--- src/rtl/flash_sample_streamer_if.sv ---
// Read-request channel between the sample streamer (master) and the SPI flash reader (slave).
// One request is outstanding at a time; flash_ready is a one-cycle completion pulse.
interface flash_sample_streamer_if;
  logic [23:0] flash_addr;
  logic        flash_valid;
  logic [31:0] flash_rdata;
  logic        flash_ready;

  modport master (output flash_addr, flash_valid, input  flash_rdata, flash_ready);
  modport slave  (input  flash_addr, flash_valid, output flash_rdata, flash_ready);
endinterface

--- src/rtl/flash_sample_streamer.sv ---
// Fetches 32-bit words over a looping flash window, unpacks them into a 16-bit sample FIFO
// and releases one sample per sample_tick_i, counting underruns.
module flash_sample_streamer #(
  parameter int FIFO_AW = 4
) (
  input  logic                   clk,
  input  logic                   resetn,
  input  logic                   enable_i,
  input  logic [23:0]            base_addr_i,
  input  logic [23:0]            len_words_i,
  input  logic                   sample_tick_i,
  flash_sample_streamer_if.master flash,
  output logic [15:0]            sample_out_o,
  output logic                   sample_valid_o,
  output logic [7:0]             underruns_o,
  output logic [FIFO_AW:0]       fifo_level_o
);
  localparam int DEPTH = 1 << FIFO_AW;
  localparam logic [FIFO_AW:0] FETCH_THR = (FIFO_AW+1)'(DEPTH - 2);

  localparam logic [1:0] S_IDLE    = 2'd0;
  localparam logic [1:0] S_REQ     = 2'd1;
  localparam logic [1:0] S_WAIT    = 2'd2;
  localparam logic [1:0] S_PUSH_HI = 2'd3;

  logic [1:0]         state_q, state_d;
  logic [23:0]        idx_q, idx_d, len_q, len_d, addr_q, addr_d;
  logic               fvalid_q, fvalid_d, abort_q, abort_d;
  logic [15:0]        hi_q, hi_d, out_q, out_d;
  logic               svalid_q;
  logic [7:0]         urun_q, urun_d;
  logic [FIFO_AW:0]   level_q, level_d;
  logic [FIFO_AW-1:0] wptr_q, wptr_d, rptr_q, rptr_d;
  logic [15:0]        mem [DEPTH];
  logic               push, pop, flush;
  logic [15:0]        push_data;
  logic [23:0]        eff_len;

  assign eff_len = (len_q == 24'd0) ? 24'd1 : len_q;
  assign pop     = enable_i && sample_tick_i && (level_q != '0);

  // abort_q remembers a disable seen mid-fetch so the completing word is dropped
  always_comb begin
    state_d   = state_q;
    idx_d     = idx_q;
    len_d     = len_q;
    addr_d    = addr_q;
    fvalid_d  = fvalid_q;
    hi_d      = hi_q;
    abort_d   = abort_q;
    push      = 1'b0;
    push_data = flash.flash_rdata[15:0];
    flush     = 1'b0;
    if (state_q != S_IDLE && !enable_i) abort_d = 1'b1;
    case (state_q)
      S_IDLE: begin
        abort_d = 1'b0;
        if (!enable_i) begin
          flush = 1'b1;
          idx_d = '0;
        end else if (level_q <= FETCH_THR) begin
          state_d = S_REQ;
        end
      end
      S_REQ: begin
        addr_d   = (base_addr_i & ~24'h3) + (idx_q << 2);
        len_d    = len_words_i;
        fvalid_d = 1'b1;
        state_d  = S_WAIT;
      end
      S_WAIT: begin
        if (flash.flash_ready) begin
          fvalid_d = 1'b0;
          hi_d     = flash.flash_rdata[31:16];
          push     = !abort_d;
          state_d  = S_PUSH_HI;
        end
      end
      default: begin
        state_d = S_IDLE;
        if (abort_d) begin
          flush = 1'b1;
          idx_d = '0;
        end else begin
          push      = 1'b1;
          push_data = hi_q;
          idx_d     = (idx_q >= eff_len - 24'd1) ? 24'd0 : idx_q + 24'd1;
        end
      end
    endcase
  end

  // pop reads the registered head, so a push into an empty FIFO cannot be popped that cycle
  always_comb begin
    out_d   = out_q;
    urun_d  = urun_q;
    rptr_d  = rptr_q;
    wptr_d  = wptr_q;
    level_d = level_q;
    if (enable_i && sample_tick_i && level_q == '0 && urun_q != 8'hFF) urun_d = urun_q + 8'd1;
    if (pop) begin
      out_d  = mem[rptr_q];
      rptr_d = rptr_q + 1'b1;
    end
    if (push) wptr_d = wptr_q + 1'b1;
    if (push && !pop)      level_d = level_q + 1'b1;
    else if (!push && pop) level_d = level_q - 1'b1;
    if (flush) begin
      rptr_d  = '0;
      wptr_d  = '0;
      level_d = '0;
    end
    if (state_q == S_IDLE && !enable_i) out_d = '0;
  end

  always_ff @(posedge clk) begin
    if (push) mem[wptr_q] <= push_data;
  end

  always_ff @(posedge clk) begin
    if (!resetn) begin
      state_q  <= S_IDLE;
      idx_q    <= '0;
      len_q    <= '0;
      addr_q   <= '0;
      fvalid_q <= 1'b0;
      hi_q     <= '0;
      abort_q  <= 1'b0;
      out_q    <= '0;
      svalid_q <= 1'b0;
      urun_q   <= '0;
      level_q  <= '0;
      wptr_q   <= '0;
      rptr_q   <= '0;
    end else begin
      state_q  <= state_d;
      idx_q    <= idx_d;
      len_q    <= len_d;
      addr_q   <= addr_d;
      fvalid_q <= fvalid_d;
      hi_q     <= hi_d;
      abort_q  <= abort_d;
      out_q    <= out_d;
      svalid_q <= pop;
      urun_q   <= urun_d;
      level_q  <= level_d;
      wptr_q   <= wptr_d;
      rptr_q   <= rptr_d;
    end
  end

  assign flash.flash_addr  = addr_q;
  assign flash.flash_valid = fvalid_q;
  assign sample_out_o      = out_q;
  assign sample_valid_o    = svalid_q;
  assign underruns_o       = urun_q;
  assign fifo_level_o      = level_q;
endmodule
--- src/flat_wrapper.sv ---
// flat-port wrapper written by rule: the top's interface ports become plain ports
module flash_sample_streamer_flat 
#(
  parameter int FIFO_AW = 4
)
  (clk, resetn, enable_i, base_addr_i, len_words_i, sample_tick_i, sample_out_o, sample_valid_o, underruns_o, fifo_level_o, flash_flash_addr, flash_flash_valid, flash_flash_rdata, flash_flash_ready);
  flash_sample_streamer_if flash_i ();
  input  logic clk;
  input  logic resetn;
  input  logic enable_i;
  input  logic [23:0] base_addr_i;
  input  logic [23:0] len_words_i;
  input  logic sample_tick_i;
  output logic [15:0] sample_out_o;
  output logic sample_valid_o;
  output logic [7:0] underruns_o;
  output logic [FIFO_AW:0] fifo_level_o;
  output wire logic [$bits(flash_i.flash_addr)-1:0] flash_flash_addr;
  output wire logic [$bits(flash_i.flash_valid)-1:0] flash_flash_valid;
  input wire logic [$bits(flash_i.flash_rdata)-1:0] flash_flash_rdata;
  input wire logic [$bits(flash_i.flash_ready)-1:0] flash_flash_ready;
  assign flash_flash_addr = flash_i.flash_addr;
  assign flash_flash_valid = flash_i.flash_valid;
  assign flash_i.flash_rdata = flash_flash_rdata;
  assign flash_i.flash_ready = flash_flash_ready;
  flash_sample_streamer #(.FIFO_AW(FIFO_AW)) u_core (.clk(clk), .resetn(resetn), .enable_i(enable_i), .base_addr_i(base_addr_i), .len_words_i(len_words_i), .sample_tick_i(sample_tick_i), .flash(flash_i), .sample_out_o(sample_out_o), .sample_valid_o(sample_valid_o), .underruns_o(underruns_o), .fifo_level_o(fifo_level_o));
endmodule
--- config.mk ---
export PLATFORM = sky130hd
export DESIGN_NAME = flash_sample_streamer_flat
export DESIGN_NICKNAME = d
export VERILOG_FILES = /design/src/rtl/flash_sample_streamer_if.sv /design/src/rtl/flash_sample_streamer.sv /design/src/flat_wrapper.sv
export SDC_FILE = /design/constraint.sdc
export NUM_CORES = 1
export LEC_CHECK = 0
export ABC_CLOCK_PERIOD_IN_PS = 6200
export CORE_MARGIN = 4
export CORE_UTILIZATION = 45
export DETAILED_ROUTE_END_ITERATION = 7
export HOLD_SLACK_MARGIN = 0.12
export SLEW_MARGIN = 20
export SYNTH_ARGS = -nofsm -noshare
export SYNTH_HDL_FRONTEND = slang
export SYNTH_SLANG_ARGS = --single-unit
--- constraint.sdc ---
create_clock -name clk -period 6.2 [get_ports clk]
set_clock_uncertainty 0.05 [all_clocks]
set_input_delay 0.93 -clock clk [delete_from_list [all_inputs] [get_ports clk]]
set_output_delay 0.93 -clock clk [all_outputs]
set_load 0.01 [all_outputs]
==> run_results.csv <==
group,metric,value,unit
logic_synthesis,synth-edff-count,256,
worst_setup_path,end_kind,"register",
logic_synthesis,syn_area,17210,sq um
routing,drtPass1Iterations,5,
timing,setup_slack,0.7984,ns
placed_design,place_congestion,0.8150,
clock_network,cts_resized,0,
power_and_ir_drop,netSwitchingFraction,29.24,%
global_routing,busiest_layer,"met2",
die,fp-row-count,71,
placed_design,port_buffers,135,
logic_synthesis,synth_seq_cells,384,
clock_network,ctsHoldBuffers,0,
power_and_ir_drop,cellLeakagePower,7.090,nW
global_routing,grt_max_degree,47,
timing,timing_hold_violations_final,0,
global_routing,met1_usage,29.18,%
logic_synthesis,synth_ff_type,"edfxtp_1",
worst_setup_path,worstSetupPathType,"register to register",
timing,setup_viol,0,
global_routing,grt_pass1_vias,10920,
final_layout,design_area,20610,sq um
worst_setup_path,crit_path_max_fanout,12,
logic_synthesis,synth-adder-area-share,4.668,%
placed_design,placed_area,19200,sq um
routing,num_vias,10760,
die,die-area,41430,sq um
global_routing,antenna_found_initial,1,
routing,drc,0,
logic_synthesis,yosysTopAreaCell,"edfxtp_1",
logic_synthesis,async_flop_share,0,%
logic_synthesis,avgSynthCellArea,13.54,sq um
timing,finalCritPeriodShare,87.12,%
timing,setup_tns,0,ns
final_layout,final_cell_mix,"edfxtp_1 (256), clkdlybuf4s50_1 (134), nand2_1 (125), dfxtp_1 (125), mux4_2 (80)",
power_and_ir_drop,intPower,5.359,mW
global_routing,grt_pass1_wl,65.00,mm
timing,max-slew-margin-rel,21.01,%
clock_network,cts_root_buf,"clkbuf_16",
die,dieWidth,203.6,um
logic_synthesis,synth_compound_area_share,6.711,%
clock_network,tritoncts.num_buffers,41,
power_and_ir_drop,clkPwrFrac,33.7,%
clock_network,post_cts_buffers,0,
routing,routed_wl,42.70,mm
routing,wl_per_cell,21.76,um
placed_design,post-place-ws,0.9450,ns
worst_setup_path,cp.required,6.63,ns
logic_synthesis,synth_xor_area_share,3.003,%
timing,layout_min_cycle_time,5.402,ns
power_and_ir_drop,power_frac_comb,25.4,%
clock_network,path_clk_slew,0.06,ns
die,coreArea,37670,sq um
logic_synthesis,synthMuxAreaShare,13.50,%
final_layout,finalNetCount,1566,
power_and_ir_drop,seqPwrFrac,40.8,%
routing,via_per_inst,5.484,
logic_synthesis,synth.distinct_cells,67,
final_layout,num_antenna_cells,0,
clock_network,insertion_delay,0.56,ns
final_layout,final_common_cell,"edfxtp_1",
placed_design,dp_hpwl,27.58,mm
timing,finalMaxSlewViolations,0,
logic_synthesis,synth_top_family_by_area,"multiplexers",
run,drv_cap,0,
status,status,"finished clean",
timing,rsz0062_at_grt,"no",
global_routing,grt_overflow,0,
die,dieHeight,203.6,um
clock_network,cts_max_level,2,
logic_synthesis,yosysWarnings,0,
clock_network,clock-sinks,384,
power_and_ir_drop,p_per_area,367.4,nW/um^2
global_routing,grt_use_total,20.57,%
worst_setup_path,cp-start-kind,"register",
final_layout,layout-area-overhead-vs-synth,19.77,%
logic_synthesis,yosysTopAreaCellShare,44.67,%
die,pin_count,140,
power_and_ir_drop,ir_drop,0.1976,mV
logic_synthesis,synthCells,1271,
global_routing,grt_use_met2,33.31,%
timing,hold_ws,0.4060,ns
routing,drtIter0Drc,695,
global_routing,grt_util_met3,4.134,%
final_layout,drive_gt1_share,14.13,%
logic_synthesis,yosys.area_share.simple,10.71,%
clock_network,tritoncts,"built",
min_path,hp-class,"register to register",
worst_setup_path,worstPathArrival,5.83,ns
timing,clock.fmax,185.1,MHz
timing,tightestPinTransition,1.178,ns
routing,drtAntennaViolNets,0,
logic_synthesis,ys_seq_area_share,59.57,%
die,initial_core_util,45.68,%
power_and_ir_drop,switching_power,2.214,mW
logic_synthesis,synth_area_leaders,"edfxtp_1 (45%), dfxtp_1 (15%), mux4_2 (10%)",
clock_network,clock_path_buffers,3,
[synth_stat cells, drive strengths merged, types with 6 or more instances]
library cell and count:
a21boi 20, a21o 17, a21oi 61, a31oi 13, and2 17, and3 13
buf 17, clkbuf 43, dfxtp 128, edfxtp 256, ha 61, inv 19
mux2 16, mux2i 34, mux4 80, nand2 125, nand2b 9, nand3 26
nand4 18, nor2 62, nor2b 39, nor3 23, o21a 6, o21ai 36
or3 15, or4 8, xnor2 32, xor2 27
[layer usage]
metal / routed length (um) / vias to the layer above
met5: 12 / -
met4: 711 / 2
met3: 2310 / 52
met2: 20370 / 284
met1: 19300 / 5332
li1: - / 5090
[flip-flops by register name, indices dropped and copies added (netlist names), 5 cells and up]
name                     count
u_core.hi_q                 16
u_core.len_q                24
u_core.fifo_level_o          5
u_core.flash.flash_addr     22
u_core.idx_q                24
u_core.mem                 256
u_core.underruns_o           8
u_core.sample_out_o         16
[power by group through the flow]
| stage | combinational, mW | sequential (mW) | clock, mW |
|---|---|---|---|
| final | 1.92 | 3.09 | 2.56 |
| after global routing | 2.13 | 3.12 | 2.72 |
| after CTS | 1.94 | 3.10 | 2.61 |
| after detailed placement | 1.93 | 3.15 | 0 |
| after global placement | 1.89 | 3.14 | 0 |
| after floorplan | 1.36 | 3.10 | 0 |
[path summary, 6_finish.rpt]
check	slack [ns]	cells after the start	endpoint	from
hold reg to reg	0.41	2	u_core.sample_out_o[10]$_SDFFE_PP0P_	u_core.sample_out_o[10]$_SDFFE_PP0P_
setup reg to reg	0.80	18	u_core.idx_q[5]$_SDFFE_PN0P_	u_core.len_q[4]$_SDFFE_PN0P_
setup / recovery	0.80	18	u_core.idx_q[5]$_SDFFE_PN0P_	u_core.len_q[4]$_SDFFE_PN0P_
hold / removal	0.41	2	u_core.sample_out_o[10]$_SDFFE_PP0P_	u_core.sample_out_o[10]$_SDFFE_PP0P_
[worst max-delay path: stages (launching register included)]
cell and delay [ns]:
dfxtp_1 0.37, or4_4 0.59, or4_4 0.47, or3_4 0.42, nor2_2 0.23, a21oi_1 0.15
ha_1 0.23, nand2_1 0.25, nor2_1 0.14, nand2_1 0.10, xor2_1 0.18, ha_1 0.27
nand4_1 0.12, nor3_1 0.09, a2bb2oi_1 0.19, nand4_1 0.31, nor2_1 0.76, o21ai_0 0.21
a31oi_1 0.20
[cell families (layout without fill, tap and decap cells)]
family,after synthesis,count (layout)
DFF,384,384
and+or+nand+nor,370,370
AOI/OAI and AO/OA,184,184
muxes,130,130
buffers and inverters,80,259
adders and majority gates,63,63
xor gates and xnor gates,59,59
other,1,2
[cell type report]
| type | instances | area, sq um |
|---|---|---|
| repair buffers | 163 | 1556 |
| multi-input cells | 808 | 6673 |
| inverters | 20 | 75.07 |
| clock buffers | 48 | 1074 |
| well taps | 511 | 639.4 |
| flip-flops and latches | 384 | 10260 |
| clock inverters | 28 | 336.6 |
| fillers | 3177 | 17060 |
[stage by stage]
stage	utilization [%]	cells	power (mW)
2_1_floorplan	-	1272	4.459
3_3_place_gp	50.97	1886	5.040
3_5_place_dp	50.97	1886	5.074
4_1_cts	54.72	1962	7.646
5_1_grt	54.72	1962	7.967
6_report	54.72	1962	7.573
Power figures use the tool's default switching activity.
